--- src/rtl/rr_grant_arbiter_pkg.sv ---
// Shared types and helpers for the round-robin grant arbiter.
// Holds the FSM state type, default sizing and the one-hot decode helper.
package rr_grant_arbiter_pkg;

    localparam int N_DEF = 16;
    localparam int W_DEF = 4;
    // Widest one-hot vector the helper can produce; callers cast down to N bits.
    localparam int N_MAX = 256;

    typedef enum logic {
        IDLE  = 1'b0,
        GRANT = 1'b1
    } state_t;

    function automatic logic [N_MAX-1:0] onehot_from_idx(input logic [7:0] idx);
        onehot_from_idx      = '0;
        onehot_from_idx[idx] = 1'b1;
    endfunction

endpackage

--- src/rtl/rr_grant_arbiter_if.sv ---
// Request/grant bundle between the arbiter (master) and its requesters/consumer (slave).
// Handshake: a grant transfers on a rising clk edge where gnt_valid && gnt_ready; while
// gnt_valid is high and gnt_ready low, gnt_idx/gnt_onehot hold; gnt_ready is ignored when
// gnt_valid is low.
interface rr_grant_arbiter_if #(
    parameter int N = 16,
    parameter int W = 4
);
    logic [N-1:0] req;
    logic         gnt_valid;
    logic         gnt_ready;
    logic [W-1:0] gnt_idx;
    logic [N-1:0] gnt_onehot;
    logic         req_none;
    logic [W-1:0] ptr;

    modport master (
        input  req, gnt_ready,
        output gnt_valid, gnt_idx, gnt_onehot, req_none, ptr
    );

    modport slave (
        output req, gnt_ready,
        input  gnt_valid, gnt_idx, gnt_onehot, req_none, ptr
    );
endinterface

--- src/rtl/rr_grant_arbiter_prio_enc.sv ---
// Combinational rotating-priority encoder: first set bit of req searching
// upward from start, wrapping modulo N.
module rr_prio_enc
    import rr_grant_arbiter_pkg::*;
#(
    parameter int N = N_DEF,
    parameter int W = W_DEF
) (
    input  logic [N-1:0] req_i,
    input  logic [W-1:0] start_i,
    output logic [W-1:0] idx_o,
    output logic         found_o
);

    logic [W-1:0] cand;
    logic         hit;

    // W-bit addition gives the modulo-N wrap for free since N is 2**W.
    always_comb begin
        idx_o = start_i;
        cand  = '0;
        hit   = 1'b0;
        for (int i = 0; i < N; i++) begin
            cand = start_i + W'(i);
            if (!hit && req_i[cand]) begin
                hit   = 1'b1;
                idx_o = cand;
            end
        end
    end

    assign found_o = |req_i;

endmodule

--- src/rtl/rr_grant_arbiter.sv ---
// Round-robin grant arbiter with registered valid/ready grant output and fair pointer.
// Optional watchdog (gnt_timeout, TIMEOUT) compiled in with RR_ARB_WATCHDOG_EN.
module rr_grant_arbiter
    import rr_grant_arbiter_pkg::*;
#(
    parameter int N = N_DEF,
    parameter int W = W_DEF
`ifdef RR_ARB_WATCHDOG_EN
    ,
    parameter int TIMEOUT = 64
`endif
) (
    input  logic                 clk,
    input  logic                 rst_n,
`ifdef RR_ARB_WATCHDOG_EN
    output logic                 gnt_timeout,
`endif
    rr_grant_arbiter_if.master   bus,
    output state_t               state_o
);

    state_t       state_q, state_d;
    logic [W-1:0] gnt_idx_q, gnt_idx_d;
    logic [N-1:0] onehot_q, onehot_d;
    logic [W-1:0] ptr_q, ptr_d;
    logic         req_none_q;

    logic         accept;
    logic [W-1:0] p_eff;
    logic [W-1:0] win_idx;
    logic         found;
    logic [N-1:0] win_onehot;

    assign accept     = (state_q == GRANT) && bus.gnt_ready;
    // On accept the search restarts just past the winner, so it has lowest priority.
    assign p_eff      = accept ? (gnt_idx_q + W'(1)) : ptr_q;
    assign win_onehot = N'(onehot_from_idx(8'(win_idx)));

    rr_prio_enc #(.N(N), .W(W)) u_enc (
        .req_i   (bus.req),
        .start_i (p_eff),
        .idx_o   (win_idx),
        .found_o (found)
    );

    always_comb begin
        state_d   = state_q;
        gnt_idx_d = gnt_idx_q;
        onehot_d  = onehot_q;
        ptr_d     = ptr_q;
        case (state_q)
            IDLE: begin
                if (found) begin
                    state_d   = GRANT;
                    gnt_idx_d = win_idx;
                    onehot_d  = win_onehot;
                end
            end
            GRANT: begin
                if (accept) begin
                    ptr_d = p_eff;
                    if (found) begin
                        gnt_idx_d = win_idx;
                        onehot_d  = win_onehot;
                    end else begin
                        state_d  = IDLE;
                        onehot_d = '0;
                    end
                end
            end
            default: begin
                state_d  = IDLE;
                onehot_d = '0;
            end
        endcase
    end

    always_ff @(posedge clk) begin
        if (!rst_n) begin
            state_q    <= IDLE;
            gnt_idx_q  <= '0;
            onehot_q   <= '0;
            ptr_q      <= '0;
            req_none_q <= 1'b1;
        end else begin
            state_q    <= state_d;
            gnt_idx_q  <= gnt_idx_d;
            onehot_q   <= onehot_d;
            ptr_q      <= ptr_d;
            req_none_q <= (bus.req == '0);
        end
    end

    assign bus.gnt_valid  = (state_q == GRANT);
    assign bus.gnt_idx    = gnt_idx_q;
    assign bus.gnt_onehot = onehot_q;
    assign bus.req_none   = req_none_q;
    assign bus.ptr        = ptr_q;
    assign state_o        = state_q;

`ifdef RR_ARB_WATCHDOG_EN
    localparam int CW = $clog2(TIMEOUT + 1);

    logic [CW-1:0] wd_q, wd_d;
    logic          to_q, to_d;

    // Counter saturates at TIMEOUT; the flag is sticky until reset.
    always_comb begin
        wd_d = wd_q;
        to_d = to_q;
        if ((state_q == GRANT) && !accept) begin
            if (wd_q != CW'(TIMEOUT)) wd_d = wd_q + CW'(1);
        end else begin
            wd_d = '0;
        end
        if (wd_d == CW'(TIMEOUT)) to_d = 1'b1;
    end

    always_ff @(posedge clk) begin
        if (!rst_n) begin
            wd_q <= '0;
            to_q <= 1'b0;
        end else begin
            wd_q <= wd_d;
            to_q <= to_d;
        end
    end

    assign gnt_timeout = to_q;
`endif

endmodule

--- src/flat_wrapper.sv ---
// flat-port wrapper written by rule: the top's interface ports become plain ports
module rr_grant_arbiter_flat import rr_grant_arbiter_pkg::*;
#(
    parameter int N = N_DEF,
    parameter int W = W_DEF

)
  (clk, rst_n, state_o, bus_req, bus_gnt_ready, bus_gnt_valid, bus_gnt_idx, bus_gnt_onehot, bus_req_none, bus_ptr);
  rr_grant_arbiter_if #(.N(N), .W(W)) bus_i ();
  input  logic clk;
  input  logic rst_n;
  output state_t state_o;
  input wire logic [$bits(bus_i.req)-1:0] bus_req;
  input wire logic [$bits(bus_i.gnt_ready)-1:0] bus_gnt_ready;
  output wire logic [$bits(bus_i.gnt_valid)-1:0] bus_gnt_valid;
  output wire logic [$bits(bus_i.gnt_idx)-1:0] bus_gnt_idx;
  output wire logic [$bits(bus_i.gnt_onehot)-1:0] bus_gnt_onehot;
  output wire logic [$bits(bus_i.req_none)-1:0] bus_req_none;
  output wire logic [$bits(bus_i.ptr)-1:0] bus_ptr;
  assign bus_i.req = bus_req;
  assign bus_i.gnt_ready = bus_gnt_ready;
  assign bus_gnt_valid = bus_i.gnt_valid;
  assign bus_gnt_idx = bus_i.gnt_idx;
  assign bus_gnt_onehot = bus_i.gnt_onehot;
  assign bus_req_none = bus_i.req_none;
  assign bus_ptr = bus_i.ptr;
  rr_grant_arbiter #(.N(N), .W(W)) u_core (.clk(clk), .rst_n(rst_n), .bus(bus_i), .state_o(state_o));
endmodule
--- config.mk ---
export PLATFORM = sky130hd
export DESIGN_NAME = rr_grant_arbiter_flat
export DESIGN_NICKNAME = d
export VERILOG_FILES = /design/src/rtl/rr_grant_arbiter_pkg.sv /design/src/rtl/rr_grant_arbiter_if.sv /design/src/rtl/rr_grant_arbiter_prio_enc.sv /design/src/rtl/rr_grant_arbiter.sv /design/src/flat_wrapper.sv
export SDC_FILE = /design/constraint.sdc
export NUM_CORES = 1
export LEC_CHECK = 0
export BUFFER_PORTS_ARGS = -buffer_cell sky130_fd_sc_hd__clkbuf_2
export CAP_MARGIN = 10
export CORE_MARGIN = 2
export CORE_UTILIZATION = 35
export DETAILED_ROUTE_END_ITERATION = 7
export GPL_TIMING_DRIVEN = 0
export HOLD_SLACK_MARGIN = 0.15
export PLACE_DENSITY = 0.63
export SLEW_MARGIN = 10
export SYNTH_ARGS = -nofsm -noshare
export SYNTH_HDL_FRONTEND = slang
export SYNTH_SLANG_ARGS = --single-unit
--- constraint.sdc ---
create_clock -name clk -period 7.1 [get_ports clk]
set_input_delay 1.065 -clock clk [delete_from_list [all_inputs] [get_ports clk]]
set_output_delay 1.065 -clock clk [all_outputs]
set_load 0.01 [all_outputs]
# After elaboration in Yosys (flattened, before gate mapping)
# Cells that the tools add are included.
# word_totals
register_bits	26
inputBits	19
output_inout_bits	27
word_cells	153
# classes
add_sub_neg	16
magnitude_cmp	18
n_eq_ne	2
mux	75
n_bitwise	1
n_reduce_logical	36
# ops
cell	n
less-than comparator 4 x 5 -> 1 bit (second input constant)	16
two-way mux 4 bit	18
binary-select mux 1 bit (select 4 bit)	16
two-way mux 16 bit	3
two-way mux 1 bit	34
adder 4 bit (second input constant)	8
one-hot mux 16 bit (2 select lines)	1
logical AND 1 bit	17
adder 4 x 3 -> 4 bit (second input constant)	4
zero test 16 bit	1
OR reduction 16 bit	1
zero test 1 bit	15
less-than comparator 4 x 9 -> 1 bit (second input constant)	1
adder 4 x 1 -> 4 bit (second input constant)	2
adder 4 x 2 -> 4 bit (second input constant)	2
one-hot mux 4 bit (2 select lines)	1
demux 1 bit (select 4 bit)	1
greater-or-equal comparator 4 x 1 -> 1 bit (second input constant)	1
AND reduction 2 bit	2
!= test 2 x 1 -> 1 bit (second input constant)	1
!= test 2 bit (second input constant)	1
one-hot mux 1 bit (2 select lines)	1
inverter 1 bit	1

# Longest topological paths before layout
# depth
word_depth	57
depth_mapped	20

# By module
# A second synthesis with hierarchy kept.
# hier_totals
hier_cells	363
hier_area_um2	3325.7
# modules_own_cells
module	instances	cells_each	area_per_inst_um2
rr_prio_enc	1	265	2270.9
rr_grant_arbiter	1	98	1054.8

# Worst setup path before layout
# OpenSTA, ideal clock, no wires.
# synth_path
path_type	input to register
start	input port bus_gnt_ready
end	register u_core.onehot_q[0], in the netlist u_core.bus.gnt_onehot[0]
setup_ps	101
arrival_ps	5302
path_slack_ps	1697
path_stages	17
n_path_buf	4
path_cell_list	buf_4 and2_1 mux2i_2 buf_6 clkbuf_1 ha_1 xnor2_1 mux4_2 nor2b_1 o211a_1 and2_4 a221o_1 a22o_1 a2111o_1 and2_4 buf_6 o41ai_1
# synth_between
elab_chain_len	57
word_cells_on_any_way	120
# synth_rtl
item	line	rtl
from (decl)	flat_wrapper.sv:14	input wire logic [$bits(bus_i.gnt_ready)-1:0] bus_gnt_ready;
logical AND 1 bit *	rr_grant_arbiter.sv:34	assign accept = (state_q == GRANT) && bus.gnt_ready;
branches (longest 56 deep; another with adder 4 x 1 -> 4 bit)	-	
to (signal assigned)	rr_grant_arbiter.sv:88	onehot_q <= onehot_d;
to (decl)	rr_grant_arbiter.sv:24	logic [N-1:0] onehot_q, onehot_d;
# Mark *: on every way between the ends. The select of a mux whose other input is x is not followed.
# A chain may end at the register's enable or synchronous reset.

# Final worst setup path
# layout_path
start	input port bus_gnt_ready
end	register u_core.gnt_idx_q[0], in the netlist u_core.bus.gnt_idx[0]
# layout_between
elab_chain_len	53
word_cells_on_any_way	113
# layout_rtl
item	line	rtl
logical AND 1 bit *	rr_grant_arbiter.sv:34	
two-way mux 4 bit *	rr_grant_arbiter.sv:36	assign p_eff = accept ? (gnt_idx_q + W'(1)) : ptr_q;
named net u_core.p_eff[1]	rr_grant_arbiter.sv:29	logic [W-1:0] p_eff;
branches (longest 47 deep; another with adder 4 x 1 -> 4 bit)	-	
two-way mux 4 bit *	rr_grant_arbiter_prio_enc.sv:25	if (!hit && req_i[cand]) begin
two-way mux 4 bit *	rr_grant_arbiter.sv:53, rr_grant_arbiter.sv:62	
two-way mux 4 bit	rr_grant_arbiter.sv:60	if (accept) begin
one-hot mux 4 bit (2 select lines) *	rr_grant_arbiter.sv:51	case (state_q)
to (signal assigned)	rr_grant_arbiter.sv:87	gnt_idx_q <= gnt_idx_d;
to (decl)	rr_grant_arbiter.sv:23	logic [W-1:0] gnt_idx_q, gnt_idx_d;
# Mark *: on every way through the listed nets, which the timed path passes. The select of a mux whose other input is x is not followed.

==> results.cfg <==
[logic_synthesis]
async_flop_share = 0
yosysSeqAreaShare = 0.1458
ys_types = 81
ys_warn_count = 0
dominantRegCellSynth = dfxtp_1
synth_fp_nets = 478
synthCells = 456
synth_edf_count = 0
netlist_area_sq_um = 3570
ys_ff_latch = 26
avgSynthCellArea_sq_um = 7.828

[drt]
finalWirelength_mm = 12.53
post_drt_wl_per_cell_microns = 19.66
ant_nets = 0
drt-initial-drc-count = 400
first_pass_iters = 5
via_per_inst = 6.422
drcViolationCount = 0
vias = 4091

[final_layout]
synthToLayoutAreaGrowth_pct = 12.83
multiInputGateArea_sq_um = 2838
fillers = 1057
final_cell_mix = 50 x nand2_1, 44 x clkbuf_2, 34 x o21ai_0
diodes = 0
final-seq-area_sq_um = 520.5
nets = 527
drive_above_1_share = 0.2103
mostFrequentLayoutCell = nand2_1

[place]
finalWeightedCongestion = 0.9900
dpl.hpwl_mm = 9.875
portBuffers = 44
dp_slack_ns = 0.3239

[clock_network]
clk_pin_slew_worst_paths_ns = 0.09
clkSinkCount = 26
post_cts_buffers = 0
ctsResizeCount = 0
cts_buffers = 3
cts_tree = done
root_buffer = clkbuf_8
clockBufferDepth = 2
clock_latency_ns = 0.27
holdBufCountCts = 0
htree_levels = 1

[hold_path]
hold_path.startpoint = u_core.bus.gnt_onehot[6]$_SDFFE_PN0P_
hold_class = flip-flop to flip-flop

[sta]
worstMarginPinSlew_ns = 1.171
period_needed_ns = 6.633
slew_violations = 0
setup-violations-final = 0
final_hold_viol_count = 0
post-route-period-util = 0.9342
rsz0062_at_grt = no
skew_ns = 0.008171
setup_tns_ns = 0
clock.fmax_ghz = 0.1508
setup_slack_ns = 0.4672
relSlewSlack = 0.2193

[floorplanning]
rows = 36
num_io_pins = 46
die_y_microns = 105.0
dieArea_sq_um = 11020
floorplan.initialDensity = 0.3635
fp.dieW_microns = 105.0
core_sq_um = 9819

[power_and_ir_drop]
power_w = 0.001381
vdd_drop_max_v = 0.0002676
cellLeakagePower_nw = 1.601
power.density_nw_per_um2 = 342.9

[setup_path]
worstPathArrival_ns = 6.83
crit_path_top_delay_cell = a2111oi_1
startpoint = bus_gnt_ready
crit_buf_inv = 4
criticalPathCategory = input port to flip-flop
required_ns = 7.30
end_kind = flip-flop
rr_startpoint = u_core.bus.gnt_idx[0]$_SDFFE_PN0P_
cp_max_fo = 10
crit_chain = buf_4 -> and2_1 -> mux2i_2 -> inv_2 -> clkbuf_1 -> ha_1 -> inv_1 -> o211ai_1 -> a21oi_1 -> a22o_1 -> o21ai_1 -> a2111oi_1 -> nand4b_4 -> nor3_2 -> a221oi_1 -> xnor2_1 -> nand2_1 -> a21boi_0
path_delay_family = compound AO/OA/AOI/OAI gates
r2r_slack_ns = 0.88
slowest_delay_ns = 0.75
cp-start-kind = input port

[global_route]
grtUsageTotal = 0.2244
grt_pass1_vias = 3963
antenna_found_initial = 0
grt_start_max_net_pins = 16
grt_overflow_total = 0
grt_first_pass_wirelength_mm = 20.29

[outcome]
status = finished, final reports clean

[job]
maxCapViolCount = 0
## worst paths after layout
check                                     endpoint  cells after the start
min          u_core.bus.gnt_onehot[6]$_SDFFE_PN0P_                      2
min reg2reg  u_core.bus.gnt_onehot[6]$_SDFFE_PN0P_                      2
max reg2reg     u_core.bus.gnt_idx[0]$_SDFFE_PN0P_                     17
max             u_core.bus.gnt_idx[0]$_SDFFE_PN0P_                     18
## layout make-up
class,count,share of cell area
multi-input combinational,401,0.7046
sequential,26,0.1292
timing repair buffer,44,0.05468
buffer,19,0.04194
tap,133,0.04132
inverter,10,0.01056
clock buffer,3,0.01025
clock inverter,1,0.007456
## cells by family (layout without fill, tap and decap cells)
logic type | Yosys count | count (layout) | synth area share
flops | 26 | 26 | 0.1458
xor+xnor | 20 | 20 | 0.04907
compound gates | 169 | 169 | 0.3291
fa+ha+maj | 3 | 3 | 0.01052
mux | 39 | 39 | 0.1556
simple gates | 170 | 170 | 0.2506
buf+inv | 29 | 77 | 0.05924
## state kept, by name, summed over array words and instances (netlist names)
register / flops
u_core.bus.gnt_idx: 4
u_core.bus.req_none: 1
u_core.bus.ptr: 4
u_core.bus.gnt_onehot: 16
u_core.bus.gnt_valid: 1
## per-stage QoR
step,instance area [sq um],util,cells,hold slack [ns]
floorplan,3570,-,456,0.4770
global placement,3956,0.4029,633,0.4343
detailed placement,3956,0.4029,633,0.4338
CTS,4028,0.4102,637,0.4611
global route,4028,0.4102,637,0.4795
finish,4028,0.4102,637,0.4586
## routing by layer
metal  vias up  track usage  part of all wire
li1       1896            -                 -
met1      1936       0.2930              0.42
met2       224       0.3734              0.46
met3        35      0.04429             0.097
met4         0      0.06571             0.023
met5         -            0                 0
## worst min-delay path: stages, from the launching register on
cell,delay (ns)
dfxtp_1,0.34
nand2_1,0.05
o41ai_1,0.05
## where the power goes
part / switching, W / internal, W
registers: 0.0000194 / 0.000169
logic: 0.000685 / 0.000388
clock network: 0.0000454 / 0.0000754
## synthesized netlist by cell type, drive strengths merged, types with 4 or more instances
library cell   n  share of area
o211ai         5          0.011
a21o           8          0.017
a22o           5          0.012
nand2         53          0.062
o22ai          7          0.012
nand3         21          0.031
inv           10          0.012
mux4          11          0.069
buf           14          0.039
a31oi          6          0.011
o21ai         38          0.053
a211oi         8          0.017
o221ai         4         0.0098
a21oi         29          0.042
xor2           4         0.0098
mux2i         15          0.044
mux2          13          0.042
and2          19          0.035
dfxtp         26           0.15
nor3          19          0.028
o41ai         16          0.039
and3          10          0.018
a221oi         4         0.0098
xnor2         16          0.039
a21boi         5          0.011
nor2          21          0.022
nor4           8          0.014
o21a           5          0.011
Power figures use the tool's default switching activity.
